===== config.mk =====
export PLATFORM = sky130hd
export DESIGN_NAME = aes_round_ctrl
export DESIGN_NICKNAME = d
export VERILOG_FILES = /design/src/rtl/aes_round_ctrl.sv
export SDC_FILE = /design/constraint.sdc
export NUM_CORES = 1
export LEC_CHECK = 0
export ABC_AREA = 1
export CORE_AREA = 2 2 304 306
export CTS_CLUSTER_SIZE = 28
export DETAILED_ROUTE_END_ITERATION = 7
export DIE_AREA = 0 0 306 308
export SETUP_SLACK_MARGIN = 0.05
export SLEW_MARGIN = 20
export SYNTH_ARGS = -nofsm -noshare
export SYNTH_HDL_FRONTEND = slang
export SYNTH_SLANG_ARGS = --single-unit
export TNS_END_PERCENT = 1

===== constraint.sdc =====
create_clock -name clk -period 2 [get_ports clk]
set_input_delay 0.4 -clock clk [delete_from_list [all_inputs] [get_ports clk]]
set_output_delay 0.4 -clock clk [all_outputs]
set_load 0.1 [all_outputs]

===== src/rtl/aes_round_ctrl.sv =====
// Sequencer for an iterative AES-128 encryption datapath: initial AddRoundKey,
// then NR passes through the external round function, fetching one round key per pass.
module aes_round_ctrl #(
  parameter int unsigned NR = 10
) (
  input  logic         clk,
  input  logic         rst,
  input  logic         in_valid,
  output logic         in_ready,
  input  logic [127:0] in_block,
  output logic         rk_req,
  output logic [3:0]   rk_idx,
  input  logic         rk_valid,
  input  logic [127:0] rk_data,
  output logic [127:0] dp_state,
  output logic [127:0] dp_key,
  output logic         dp_last,
  input  logic [127:0] dp_result,
  output logic         out_valid,
  input  logic         out_ready,
  output logic [127:0] out_block,
  output logic [3:0]   round
);

  localparam logic [3:0] NR_L = 4'(NR);

  typedef enum logic [1:0] {
    IDLE  = 2'd0,
    KEY   = 2'd1,
    ROUND = 2'd2,
    DONE  = 2'd3
  } state_e;

  state_e       state_q, state_d;
  logic [127:0] st_q, st_d;
  logic [127:0] key_q, key_d;
  logic [3:0]   r_q, r_d;

  always_ff @(posedge clk) begin
    if (rst) begin
      state_q <= IDLE;
      st_q    <= '0;
      key_q   <= '0;
      r_q     <= '0;
    end else begin
      state_q <= state_d;
      st_q    <= st_d;
      key_q   <= key_d;
      r_q     <= r_d;
    end
  end

  // Handshakes: a transfer happens on a rising edge where valid and ready (or req)
  // are both high; the producer holds valid/data stable until that edge.
  always_comb begin
    state_d = state_q;
    st_d    = st_q;
    key_d   = key_q;
    r_d     = r_q;
    case (state_q)
      IDLE: begin
        if (in_valid) begin
          st_d    = in_block;
          r_d     = '0;
          state_d = KEY;
        end
      end
      KEY: begin
        if (rk_valid) begin
          // Key 0 is folded straight into the state; later keys feed the datapath.
          if (r_q == 4'd0) begin
            st_d = st_q ^ rk_data;
            r_d  = 4'd1;
          end else begin
            key_d   = rk_data;
            state_d = ROUND;
          end
        end
      end
      ROUND: begin
        st_d = dp_result;
        if (r_q == NR_L) begin
          state_d = DONE;
        end else begin
          r_d     = r_q + 4'd1;
          state_d = KEY;
        end
      end
      DONE: begin
        if (out_ready) state_d = IDLE;
      end
      default: state_d = IDLE;
    endcase
  end

  // Control outputs are forced low while reset is asserted.
  always_comb begin
    in_ready  = !rst && (state_q == IDLE);
    rk_req    = !rst && (state_q == KEY);
    out_valid = !rst && (state_q == DONE);
    dp_last   = !rst && (state_q == ROUND) && (r_q == NR_L);
    rk_idx    = r_q;
    dp_state  = st_q;
    dp_key    = key_q;
    out_block = st_q;
    round     = r_q;
  end

endmodule


Word level (Yosys, flattened, before mapping)
Index checks and enable logic that the tools add are counted.

cells by class
  add/subtract/negate cells = 1
  multipliers = 0
  divide/modulo/power cells = 0
  order comparisons = 0
  eq/ne operators = 10
  shifts and indexed selects = 0
  mux-type cells = 15
  bitwise gates (word level) = 2
  reduce and logical (&&, ||, !) cells = 13

operators by type and width
  kind                   count
  $mux W128              3
  $pmux W128 S3          1
  $xor A128 B128 Y128    1
  $mux W4                4
  $ne A2 B2 Y1 const B   6
  $pmux W4 S3            1
  $mux W2                5
  $pmux W2 S4            1
  $reduce_and A4 Y1      2
  $logic_and A1 B1 Y1    5
  $reduce_and A5 Y1      1
  $add A4 B1 Y4 const B  1
  $eq A2 B2 Y1 const B   2
  $eq A4 B4 Y1 const B   1
  $logic_not A4 Y1       1
  $reduce_and A3 Y1      1
  $reduce_bool A3 Y1     1
  $eq A2 B1 Y1 const B   1
  $logic_not A2 Y1       1
  $logic_not A1 Y1       1
  $not A1 Y1             1

storage, ports and cells
  bits in registers = 262
  latch bits = 0
  RAM bits = 0
  ROM bits = 0
  bits of input ports = 389
  output and inout port bits = 396
  logic and storage cells = 45
  memories kept = 0

Depth between registers and ports, before layout
  word-level depth = 4
  mapped depth = 11
  depth with buffers taken out = 9

Worst setup path before layout
Ideal clock, no wire load.

  path type = register to output
  start point = register r_q[1] (netlist: rk_idx[1])
  end point = output port dp_last
  arrival = 2.802 ns
  data required time = 1.600 ns
  setup slack = -1.202 ns
  cell stages (with the launch flop) = 4
  buffers on the path = 0
  cell sequence = dfxtp_1 > ha_1 > nand4_1 > nor2_1

on the way
  longest elaborated chain between the ends = 2

RTL lines
  item                    RTL line  source
  from (decl)             37        logic [3:0] r_q, r_d;
  from (signal assigned)  49        r_q <= r_d;
  $eq A4 B4 Y1            101       dp_last = !rst && (state_q == ROUND) && (r_q == NR_L);
  $logic_and A1 B1 Y1     101
  to (decl)               17        output logic dp_last,

Every way passes these cells.

Worst setup path after layout
  start point = register state_q[1]
  end point = output port dp_last

on the way
  longest elaborated chain between the ends = 3

RTL lines
  item                              RTL line  source
  from (decl)                       34        state_e state_q, state_d;
  from (signal assigned)            46        state_q <= state_d;
  $eq A2 B2 Y1                      101
  $logic_and A1 B1 Y1 (2 in a row)  101

Every way passes these cells.

==> flow_summary.yaml <==
run_status:
  status: "complete, but fails checks"
  violations: "setup timing"
placed_design:
  dpl.hpwl_mm: 55.0
  routabilityCongestion: 0.904
  dpl-instance-area_sq_um: 24600
  dp.cells: 4348
  pre_cts_ws_ns: -0.0484
  io_buffer_count: 784
synthesis:
  synth_nets: 2928
  ys_seq_elements: 262
  mappedNetlistArea_sq_um: 15200
  synth-edff-count: 0
  syn_inst: 2530
  synthDistinctLibCells: 21
  synth_most_common_cell: "nand2_1"
  yosysSeqAreaShare: 0.345
  synthTopCellsByArea: "dfxtp_1 34%, nand2_1 16%, nor2_1 13%"
  synth_common_cells: "657 x nand2_1, 523 x nor2_1, 271 x inv_1"
  avgSynthCellArea_sq_um: 6.01
  async_flop_share: 0
  yosys.area.top_type_share: 0.345
  yosysTopAreaCell: "dfxtp_1"
  ys.flop_type: "dfxtp_1"
  ys_warn_count: 0
setup_path:
  crit_type: "flip-flop to primary output"
  cp.required_ns: 1.60
  start_kind: "flip-flop"
  endpoint_kind: "primary output"
  crit_fanout: 3
  worstPathArrival_ns: 1.79
clock_network:
  cts_root_buffer: "clkbuf_16"
  cts_tree: "done"
  clock_path_buffers: 3
  cts_num_sinks: 262
  hold_buffers: 0
  cts-buffers-inserted: 35
  cts_max_level: 2
  clk_latency_ns: 0.54
  clkTransAtPathRegs_ns: 0.05
routing:
  dr.pass1.iters: 6
  ant_nets: 0
  vias: 17700
  drt-total-wl_mm: 70.1
  drc: 0
  wl_per_cell_um: 15.9
  drt_iter0_drc: 1146
  via_per_inst: 4.00
timing:
  rsz0062_at_grt: "yes"
  setup_slack_ns: -0.191
  fin_crit_sh: 1.10
  max_freq_mhz: 456
  holdWs_ns: 0.441
  fin_crit_ns: 2.19
  tightest_slew_ns: 0.640
  slew_headroom: 0.573
  finClkSkew_ns: 0.0169
  maxSlewViolCount: 0
  finalHoldViolCount: 0
  finalSetupViolCount: 7
hold_path:
  hp-class: "flip-flop to flip-flop"
global_routing:
  grt.total_usage: 0.142
  globalRoute.totalOverflow: 0
  grt_start_max_net_pins: 65
  grt_first_pass_wirelength_mm: 103
  antenna_found_initial: 8
  grt_pass1_vias: 16500
power_and_ir_drop:
  powerDensity_nw_per_um2: 1970
  ir_drop_mv: 1.16
  leakage_nw: 11.3
layout:
  drive_above_1_share: 0.188
  design_area_sq_um: 25900
  finalNonFillerCells: 4419
  fin_util: 0.285
  synthToLayoutAreaGrowth_pct: 70.3
  num-nets-final: 3607
floorplan:
  start_util: 0.167
  die_area_sq_um: 94200
  ioPinCount: 785
  die_w_um: 306
  coreArea_sq_um: 91000
  dieHeight_um: 308
  num_rows: 111
job:
  drv_cap: 0
==> worst paths after layout <==
check | depth (start not counted) | slack (ns) | start | to
worst min-delay path | 2 | 0.44 | dp_key[91]$_SDFFE_PP0P_ | dp_key[91]$_SDFFE_PP0P_
worst max register to register | 15 | -0.07 | state_q[1]$_SDFFE_PP0P_ | rk_idx[1]$_SDFFE_PP0P_
worst max-delay path | 6 | -0.19 | state_q[1]$_SDFFE_PP0P_ | dp_last
worst min register to register | 2 | 0.44 | dp_key[91]$_SDFFE_PP0P_ | dp_key[91]$_SDFFE_PP0P_
==> through the flow <==
stage / total power [W] / TNS (ns)
after global placement: 0.0448 / -0.0000147
after CTS: 0.0515 / -0.680
after global routing: 0.0537 / -1.40
after floorplan: 0.0349 / -68.18
after detailed placement: 0.0450 / -0.0890
final: 0.0511 / -0.621
==> repair_timing <==
item                                    in CTS  in global routing
pin swaps                                    5                  4
gates resized for setup                     21                 11
endpoints found under the setup margin      45                146
buffers inserted                             8                  2
==> worst max-delay path, stage by stage (launching register included) <==
cell and delay (ns):
dfxtp_2 0.34, buf_6 0.11, ha_4 0.13, buf_6 0.09
nand4_1 0.15, nor2_4 0.23, buf_12 0.20
==> metal layers <==
layer	part of all wire	GRT usage
met1	0.43	0.180
met2	0.47	0.236
met3	0.068	0.0289
met4	0.033	0.0506
met5	0.00058	0
==> cell usage in the layout, fill, tap and decap left out, types with 37 or more instances in the layout <==
master	instances
nor2_1	519
buf_12	143
dfxtp_1	259
o21ai_0	129
nand2_1	656
buf_4	375
clkbuf_16	37
inv_1	266
nand3_1	256
clkdlybuf4s50_1	388
a21oi_1	131
==> sequential cells by signal, summed over array words and instances, names as in the netlist <==
signal,flops
dp_key,128
dp_state,128
rk_idx,4
state_q,2
==> cells by family (layout without fill, tap and decap cells) <==
kind of cell / count (synthesis) / after routing / share of synthesized area
AND/OR/NAND/NOR: 1449 / 1449 / 0.381
buffers and inverters: 546 / 1247 / 0.180
AO/OA/AOI/OAI: 264 / 264 / 0.0873
flip-flops: 262 / 262 / 0.345
adder cells (fa/ha/maj): 9 / 9 / 0.00741
other: 0 / 2 / 0
==> final cells by class <==
cell class              instances  area (sq um)
repair buffers                914          9700
clock inverters                 7          37.5
flip-flops and latches        262          5250
inverters                     274          1050
multi-input cells            1722          7340
well taps                    1186          1480
clock buffers                  52          1040
diodes                          2          5.00
fillers                      9826         65100
==> report_power, final <==
group / switching (W) / internal (W) / leakage (nW)
combinational: 0.0259 / 0.00991 / 8.61
clock: 0.00253 / 0.00358 / 0.533
sequential: 0.00238 / 0.00675 / 2.15
No activity file was read; power rests on OpenSTA's default activity.
